[src/rtl/host_cmd_sequencer.sv]
// Host-side command sequencer driving a controller's enable/mode/in_data pins.
// Define HOST_SEQ_MSB_FIRST_EN to serialize LOAD payloads MSB-first instead of LSB-first.
module host_cmd_sequencer #(
    parameter int DATA_W = 32,
    parameter int LEN_W  = 16
) (
    input  logic                clk,
    input  logic                reset,
    input  logic                cmd_valid,
    output logic                cmd_ready,
    input  logic                cmd_type,
    input  logic [31:0]         cmd_mode,
    input  logic [DATA_W-1:0]   cmd_data,
    input  logic [LEN_W-1:0]    cmd_len,
    output logic                ctrl_enable,
    output logic [31:0]         ctrl_mode,
    output logic signed [31:0]  ctrl_in_data,
    input  logic signed [31:0]  ctrl_out_data,
    output logic                res_valid,
    output logic [DATA_W-1:0]   res_data,
    output logic                busy
);

    typedef enum logic [1:0] {
        IDLE,
        LOAD,
        RUN
    } state_t;

    state_t            state;
    logic [LEN_W-1:0]  cnt;
    logic [DATA_W-1:0] data;
    logic              accept;

    // cnt holds the cycles left including the current one, so cnt==1 marks the final cycle
    assign cmd_ready = (state == IDLE) || (cnt == LEN_W'(1));
    assign accept    = cmd_valid && cmd_ready;
    assign busy      = (state != IDLE);

`ifdef HOST_SEQ_MSB_FIRST_EN
    // Shifting past the payload width yields 0, which covers indices >= DATA_W
    function automatic logic bit_at(input logic [DATA_W-1:0] d, input logic [LEN_W-1:0] idx);
        logic [DATA_W-1:0] s;
        s = d >> idx;
        return s[0];
    endfunction
`endif

    always_ff @(posedge clk or negedge reset) begin
        if (!reset) begin
            state        <= IDLE;
            cnt          <= '0;
            data         <= '0;
            ctrl_enable  <= 1'b0;
            ctrl_mode    <= '0;
            ctrl_in_data <= '0;
            res_valid    <= 1'b0;
            res_data     <= '0;
        end else begin
            ctrl_enable <= 1'b1;
            res_valid   <= 1'b0;

            if (state == RUN && cnt == LEN_W'(1)) begin
                res_valid <= 1'b1;
                res_data  <= ctrl_out_data[DATA_W-1:0];
            end

            if (accept && cmd_len != '0) begin
                state     <= cmd_type ? RUN : LOAD;
                cnt       <= cmd_len;
                ctrl_mode <= cmd_mode;
                if (cmd_type) begin
                    ctrl_in_data <= '0;
                end else begin
`ifdef HOST_SEQ_MSB_FIRST_EN
                    ctrl_in_data <= {{31{1'b0}}, bit_at(cmd_data, cmd_len - LEN_W'(1))};
                    data         <= cmd_data;
`else
                    ctrl_in_data <= {{31{1'b0}}, cmd_data[0]};
                    data         <= cmd_data >> 1;
`endif
                end
            end else if (state != IDLE && cnt > LEN_W'(1)) begin
                cnt <= cnt - LEN_W'(1);
                if (state == LOAD) begin
`ifdef HOST_SEQ_MSB_FIRST_EN
                    // The bit emitted next has index (new cnt - 1) = cnt - 2
                    ctrl_in_data <= {{31{1'b0}}, bit_at(data, cnt - LEN_W'(2))};
`else
                    ctrl_in_data <= {{31{1'b0}}, data[0]};
                    data         <= data >> 1;
`endif
                end
            end else begin
                state        <= IDLE;
                cnt          <= '0;
                ctrl_mode    <= '0;
                ctrl_in_data <= '0;
            end
        end
    end

endmodule

[config.mk]
export PLATFORM = sky130hd
export DESIGN_NAME = host_cmd_sequencer
export DESIGN_NICKNAME = d
export VERILOG_FILES = /design/src/rtl/host_cmd_sequencer.sv
export SDC_FILE = /design/constraint.sdc
export NUM_CORES = 1
export LEC_CHECK = 0
export ABC_AREA = 1
export CAP_MARGIN = 20
export CORE_MARGIN = 3
export CORE_UTILIZATION = 47
export CTS_CLUSTER_SIZE = 24
export DETAILED_ROUTE_END_ITERATION = 16
export PLACE_DENSITY = 0.83
export SLEW_MARGIN = 30
export SYNTH_ARGS = -nofsm -noshare
export SYNTH_HDL_FRONTEND = slang
export SYNTH_SLANG_ARGS = --single-unit
[constraint.sdc]
create_clock -name clk -period 4.6 [get_ports clk]
set_input_delay 0.46 -clock clk [delete_from_list [all_inputs] [get_ports clk]]
set_output_delay 0.46 -clock clk [all_outputs]
set_load 0.01 [all_outputs]
== Word level (Yosys, flattened, before mapping) ==
Index checks and enable logic that the tools add are counted.

* Register bits after elaboration: 148

* Add/subtract/negate cells: 1
* Magnitude comparators: 1
* Equality and inequality tests: 6
* Mux-type cells: 16
* Reduce and logical (&&, ||, !) cells: 11

{| class="wikitable"
|+ Operators by type and width
! kind !! number
|-
| $mux 32 || 9
|-
| $mux 16 || 2
|-
| $eq 16x1->1 const B || 1
|-
| $gt 16x1->1 const B || 1
|-
| $reduce_bool 16->1 || 1
|-
| $sub 16x1->16 const B || 1
|-
| $mux 2 || 3
|-
| $reduce_bool 2->1 || 3
|-
| $logic_and 1x1->1 || 4
|-
| $ne 2x2->1 const B || 2
|-
| $ne 3x2->1 const B || 1
|-
| $reduce_and 3->1 || 1
|-
| $eq 2x1->1 const B || 1
|-
| $eq 2x2->1 const B || 1
|-
| $logic_not 2->1 || 1
|-
| $mux 1 || 2
|-
| $logic_or 1x1->1 || 1
|}

== Logic depth before layout (Yosys ltp) ==
Gate-level depths: netlist (run 1).

* Depth after elaboration: 6
* Gate-level depth with buffers: 12

== Worst setup path before layout (run 1) ==
OpenSTA, ideal clock, no wires.

* Kind: register to register
* From: reg cnt[0]
* To: reg ctrl_mode[21]
* Library setup time: 0.116 ns
* Arrival time: 1.531 ns
* Required time: 4.484 ns
* Path slack: 2.953 ns
* Cell stages (with the launch flop): 12
* Path buffers: 2
* Clock period less this slack: 1.647 ns
* Cells stage by stage: dfrtp_1 > inv_1 > ha_1 > nand2_1 > nor2_2 > nand2_1 > inv_1 > nor2_1 > buf_6 > buf_2 > nand2_1 > nand2_1

* Word-level cells in the longest chain between the ends: 5

{| class="wikitable"
|+ Ends and longest elaborated chain
! what !! line !! text
|-
| start, declared || 31 || <nowiki>logic [LEN_W-1:0] cnt;</nowiki>
|-
| start signal, assigned || 70 || <nowiki>cnt <= cmd_len;</nowiki>
|-
| start signal, assigned || 84 || <nowiki>cnt <= cnt - LEN_W'(1);</nowiki>
|-
| branches (longest 5 deep; another with $gt 16x1->1) || - ||
|-
| end signal, assigned || 71 || <nowiki>ctrl_mode <= cmd_mode;</nowiki>
|-
| end, declared || 16 || <nowiki>output logic [31:0] ctrl_mode,</nowiki>
|}

Parallel ways; which one is timed is not known.
A chain may end at the register's enable or synchronous reset.

== Worst setup path in the final report (run 1) ==
* From: reg cnt[0]
* To: reg data[16]

* Word-level cells in the longest chain between the ends: 6

{| class="wikitable"
|+ Ends and longest elaborated chain
! what !! line !! text
|-
| branches (longest 6 deep; another with $gt 16x1->1) || - ||
|-
| end signal, assigned || 80 || <nowiki>data <= cmd_data >> 1;</nowiki>
|-
| end signal, assigned || 91 || <nowiki>data <= data >> 1;</nowiki>
|-
| end, declared || 32 || <nowiki>logic [DATA_W-1:0] data;</nowiki>
|}

Parallel ways; which one is timed is not known.

==> results of run 1 <==
## logic make-up (layout without fill, tap and decap cells)
family	count (synthesis)	count (layout)	share of synthesized area (%)
and+or+nand+nor	466	466	34.4
AOI/OAI and AO/OA	22	22	2.14
adders and majority gates	2	2	0.455
other	2	32	0.137
DFF	116	116	52.8
buffers and inverters	79	236	8.44
xor gates and xnor gates	10	10	1.59
## power groups by stage
stage / registers (mW) / clock network (mW) / logic, mW
final: 1.02 / 1.36 / 0.143
after detailed placement: 1.04 / 0 / 0.144
after CTS: 1.02 / 1.38 / 0.144
after global placement: 1.04 / 0 / 0.143
after global routing: 1.02 / 1.43 / 0.156
after floorplan: 1.04 / 0 / 0.0379
## placed cells by master (no fill, tap or decap), drive strengths merged
cell / instances
conb: 32
clkinv: 3
a21oi: 3
nand2: 358
dfrtp: 116
nor2: 30
nor3: 2
buf: 7
a21boi: 2
o22ai: 2
ha: 2
inv: 18
o21ai: 15
nand3: 72
xor2: 5
xnor2: 5
nand3b: 1
clkbuf: 19
clkdlybuf4s50: 183
bufinv: 3
clkinvlp: 3
nand4: 3
## final cells by class
cell class	count	area, sq um
fill	877	3240
sequential	116	2900
multi-input combinational	532	2250
timing repair buffer	190	1890
clock buffer	19	443
tap	140	175
clock inverter	13	174
inverter	14	52.6
## Yosys cell counts, types with 2 or more instances
cell type  count
o22ai_1        2
inv_1         13
dfrtp_1      116
nand2_1      356
a21oi_1        3
buf_2         17
conb_1         2
clkbuf_1      11
nor3_1         2
buf_6          2
ha_1           2
xnor2_1        5
xor2_1         5
nor2_2         3
buf_4         35
nand4_1        2
nand3_1       70
nor2_1        27
o21ai_0       15
## layer usage
metal  global-route usage, %  up-vias  share of wire [%]  routed length (microns)
met5                       0        -                  0                        0
met4                    7.28        0                1.5                      221
met3                    7.19       21                7.9                     1130
met2                    37.2      186                 49                     6990
met1                    27.3     2292                 42                     5930
li1                        -     2462                  -                        -
## registers in the layout, indices dropped and copies added, names as in the netlist
name	count
state	2
ctrl_enable	1
cnt	16
ctrl_mode	32
ctrl_in_data	1
data	31
res_data	32
res_valid	1
## worst max-delay path by stage
stage,endpoint,cells after the start,slack [ns],start
CTS,data[10],10,1.71,cnt[0]
detailed placement,data[21],10,1.74,cnt[0]
global placement,data[18],10,1.81,cnt[0]
finish,data[16],10,1.70,cnt[0]
floorplan,ctrl_mode[21],11,2.95,cnt[0]
global route,data[29],10,1.38,cnt[0]
## through the flow
stage	total power [mW]	setup WS (ns)	instances	utilization, %
floorplan	1.08	2.95	727	-
global placement	1.18	1.81	992	65.3
detailed placement	1.18	1.74	992	65.3
CTS	2.54	1.71	1024	70.9
global route	2.60	1.38	1024	70.9
finish	2.52	1.70	1024	70.9
==> metrics, run 1 <==
postcts setup bufs=0; Period minus WS final=2.90 ns; Worst setup SP type=register; #FFs+latches synth=116; Critical Path AT=3.24 ns; status=complete, no violations; Final Max Slew Viols=0; CTS Root Buffer Type=clkbuf_16; clk slew on worst S/H paths=0.05 ns; Finish-stage setup viols=0; CP Class=register to register; Setup Skew=0.0104 ns; WL per Instance=13.9 microns; Final ANT Viol Nets=0; DRC Markers=0; area leader, netlist=dfrtp_1; register area share after synthesis=52.8%; RR Startpoint=cnt[0]; Final Net Count=989; dpl hpwl=9.85 mm; Hold WS=0.0826 ns; LEAKAGE=3.71 nW; FF-to-FF setup slack=1.70 ns; DRT iter0 DRCs=352; synth warn=0; clock power share=53.9%; Design Area, Final=7890 sq um; layout cells sized above 1=5.54%; initial antenna violation count=0; cells along the critical path=inv_1, ha_1, nand2_1, nor2_2, nand2_1, nand4_2, nand2_1, buf_4, nand2_1, nand2_1; max incr delay on CP=0.68 ns; path type of the worst min-delay path=primary input to async pin; Clock Sinks=116; Net Sw Frac=21.4%; Buffers on Ports=184; Switch Pwr=0.539 mW; Die Width=114 microns; Core Rows=38; Combinational Power Share=5.7%; CP endpoint kind=register; CTS tree=built; r2r endpoint=data[16]; share of the synthesized area in the top cell type=52.8%; Worst path most repeated cell=nand2_1; post-CTS resize count=0; Worst Path Required=4.94 ns; first-pass GRT wire length=23.2 mm; Initial Utilization=49.4%; GRT Total Usage=22.2%; ranking of synthesized cells by area=dfrtp_1 (53%), nand2_1 (24%), nand3_1 (6.4%), buf_4 (4.8%), nor2_1 (1.8%); slowest cell on the critical path=nand4_2; WP buf/inv=2; routability cong.=0.797; I/O pins=216; height of the die=114 microns; P_int=1.99 mW; Synth Cell Area=5500 sq um; largest net degree at the start of global routing=80; routed vias/inst=4.84; delay-heaviest family, CP=simple AND/OR/NAND/NOR gates; slew margin rel.=38.6%; die area=13000 sq um; Worst IR Drop VDD=0.229 mV; GRT overflow=0; Clock Latency Late Sink=0.41 ns; post-route clock period utilization=63.0%; RSZ-0062 raised after global routing=false; PwrDens=320 nW/um^2; Avg Cell Area, Syn=7.89 sq um; DR vias=4961; max_cap viols=0; CTS max path bufs=2; Synth Flop Type=dfrtp_1; htree depth=4; worst r2r path cells=10; Core ar.=11100 sq um; vias in the first global route=4922; Unique masters post-synth=28; fmax=345 MHz; Final Hold Viols=0; Routed WL=14.3 mm; first drt pass iteration count=5; CTS hold repair buffers=0; sequential share of power=40.5%; Inserted Clock Buffers=17; worst slew pin tran=0.920 ns; Post-synth EDFFs=0; Antenna Cells=0; crit-path max FO=32; FFs w/ async S/R, synth=100%; setup_tns=0 ns; Cells after Synth=697; Area growth, synth to finish=43.4%; dpl cell area=7270 sq um
Note: power is estimated with default switching activity, not from simulation.
==> run 2, diff against run 1 <==
Settings changed: CORE_UTILIZATION 47 to 44, PLACE_DENSITY 0.83 to 0.79.
Clock period 4.6 ns to 2.9 ns, I/O delays scaled along.
==> metrics, run 2 (same netlist as run 1, synthesis figures left out) <==
clock power share=49.5% (-4.4 points); commonest non-fill, non-tap cell in the layout=nand2_1; vias in the first global route=4982 (+1.2%); Worst Setup SP=cnt[11]; Buffers on Ports=184 (unchanged); fmax=384 MHz; hold_sp=ctrl_out_data[0]; height of the die=118 microns (+3.2%); Design Area, Final=7900 sq um (+0.17%); DRT iter0 DRCs=280 (-20%); most frequent cells in the layout=nand2_1 (356), clkdlybuf4s50_1 (183), dfrtp_1 (116); Routed WL=14.1 mm (-1.6%); FF-to-FF setup slack=0.66 ns (-1.04 ns); final setup margin=0.294 ns (-1.41 ns); first drt pass iteration count=4 (-1); slew margin rel.=52.0% (+13 points); routed vias/inst=4.68 (-3.4%); Clock Sinks=116 (unchanged); Worst Path Required=2.61 ns (-2.33 ns); CP endpoint kind=primary output; max_cap viols=0 (unchanged); CTS tree=built; CP Class=register to primary output; CTS max path bufs=2 (unchanged); Finish-stage setup viols=0 (unchanged); Worst setup SP type=register; Core ar.=12100 sq um (+8.9%); Non-Filler Instances=1058 (+3.3%); DP Worst Slack=0.696 ns (-1.05 ns); r2r endpoint=data[27]; Die Width=118 microns (+3.2%); worst r2r path cells=10 (unchanged); DRC Markers=0 (unchanged); Worst Hold End=res_data[0]; Period minus WS final=2.61 ns; largest net degree at the start of global routing=56 (-30%); RSZ-0062 raised after global routing=false; Area growth, synth to finish=43.7%; Final Hold Viols=0 (unchanged); RR Startpoint=cnt[11]; Setup Skew=0.00497 ns (-0.00540 ns); crit-path max FO=35 (+9.4%); Finished Core Util=65.2% (-5.7 points); Switch Pwr=0.764 mW (+42%); Core Rows=40 (+5.3%); Net Sw Frac=20.8% (-0.52 points); initial antenna violation count=0 (unchanged); Initial Utilization=45.4% (-4.0 points); WL per Instance=13.3 microns (-4.7%); GRT Total Usage=21.2% (-1.0 points); worst slew pin tran=0.720 ns (-0.200 ns); Fill cells=1020 (+16%); Final Max Slew Viols=0 (unchanged); number of placed instances, taps included=1027 (+3.5%); Clock Latency Late Sink=0.40 ns (about the same); Inserted Clock Buffers=17 (unchanged); post-route clock period utilization=89.9%; status=complete, no violations; Worst Hold Path Cells=3; clk slew on worst S/H paths=0.05 ns (about the same); sequential share of power=44.2% (+3.7 points); routability cong.=0.840 (+5.5%); I/O pins=216 (unchanged); GRT overflow=0 (unchanged); LEAKAGE=3.72 nW (+0.32%); Final Net Count=997 (+0.81%); Worst IR Drop VDD=0.327 mV (+43%); die area=13900 sq um (+6.5%); top flop regs=ctrl_mode x32, res_data x32, data x31; CTS Root Buffer Type=clkbuf_16; first-pass GRT wire length=23.9 mm (+3.2%); postcts setup bufs=0 (unchanged); Final ANT Viol Nets=0 (unchanged); Antenna Cells=0 (unchanged); layout cells sized above 1=5.73% (+0.19 points); htree depth=4 (unchanged); setup_tns=0 ns (unchanged); path type of the worst min-delay path=primary input to register; DR vias=4949 (-0.24%); P_int=2.90 mW (+46%); PwrDens=464 nW/um^2 (+45%); dpl cell area=7380 sq um (+1.5%); Combinational Power Share=6.3% (+0.6 points); Critical Path AT=2.32 ns (-0.92 ns); dpl hpwl=9.91 mm (+0.56%)
-- run 2: changes by cell type in the layout (fill, tap and decap cells not counted), sizes merged --
cell,before,now
buf,7,14
bufinv,3,0
clkbuf,19,24
clkinv,3,6
clkinvlp,3,0
dlygate4sd3,0,1
inv,18,14
-- run 2: layout make-up --
class / count / area, sq um / share of cell area [%]
Sequential cell: 116 / 2900 / 36.7
Multi-Input combinational cell: 532 / 2250 / 28.5
Timing Repair Buffer: 198 / 1970 / 25.0
Clock buffer: 24 / 482 / 6.10
Tap cell: 168 / 210 / 2.66
Inverter: 14 / 52.6 / 0.665
Clock inverter: 6 / 30.0 / 0.380
-- run 2: timing repair --
action                                 in CTS  in global routing
endpoints found under the hold margin      53                  0
hold buffers                                1                  0
resized for setup                           0                  0
-- run 2: worst max path at each step --
stage               endpoint  slack (ns)  depth (start not counted)
2_1_floorplan  ctrl_mode[21]        1.25                         11
3_3_place_gp        data[20]        0.77                         10
3_5_place_dp        data[21]        0.70                         10
4_1_cts            cmd_ready        0.28                          6
5_1_grt            cmd_ready        0.14                          6
6_report           cmd_ready        0.29                          6
-- run 2: power groups by stage --
stage / registers (mW) / logic [mW] / clock network, mW
floorplan: 1.65 / 0.0602 / 0
global placement: 1.65 / 0.230 / 0
detailed placement: 1.65 / 0.230 / 0
CTS: 1.62 / 0.233 / 1.84
global route: 1.62 / 0.252 / 1.92
finish: 1.62 / 0.231 / 1.81
-- run 2: critical path: stages (launching register included) --
cell	delay [ns]
dfrtp_1	0.40
nor2_1	0.19
nand2_1	0.10
nor2_2	0.17
nand2_2	0.11
nand2_4	0.32
clkdlybuf4s50_1	0.62
-- run 2: layer usage --
metal / vias to the layer above / global-route usage, % / routed length (microns) / part of all wire (%)
met5: - / 0 / 0 / 0
met4: 0 / 8.79 / 386 / 2.7
met3: 29 / 8.75 / 1210 / 8.6
met2: 178 / 34.0 / 6650 / 47
met1: 2266 / 25.5 / 5810 / 41
li1: 2476 / - / - / -
-- run 2: stage by stage --
step / hold slack (ns) / total power [mW]
detailed placement: 0.394 / 1.88
global placement: 0.391 / 1.88
floorplan: -0.00559 / 1.71
finish: 0.417 / 3.67
CTS: 0.400 / 3.70
global route: 0.423 / 3.79
==> run 3, diff against run 2 <==
Settings changed: CTS_CLUSTER_SIZE 24 to 16.
==> results of run 3 <==
No change in the layout: final DEF, timing and power equal those of run 2.
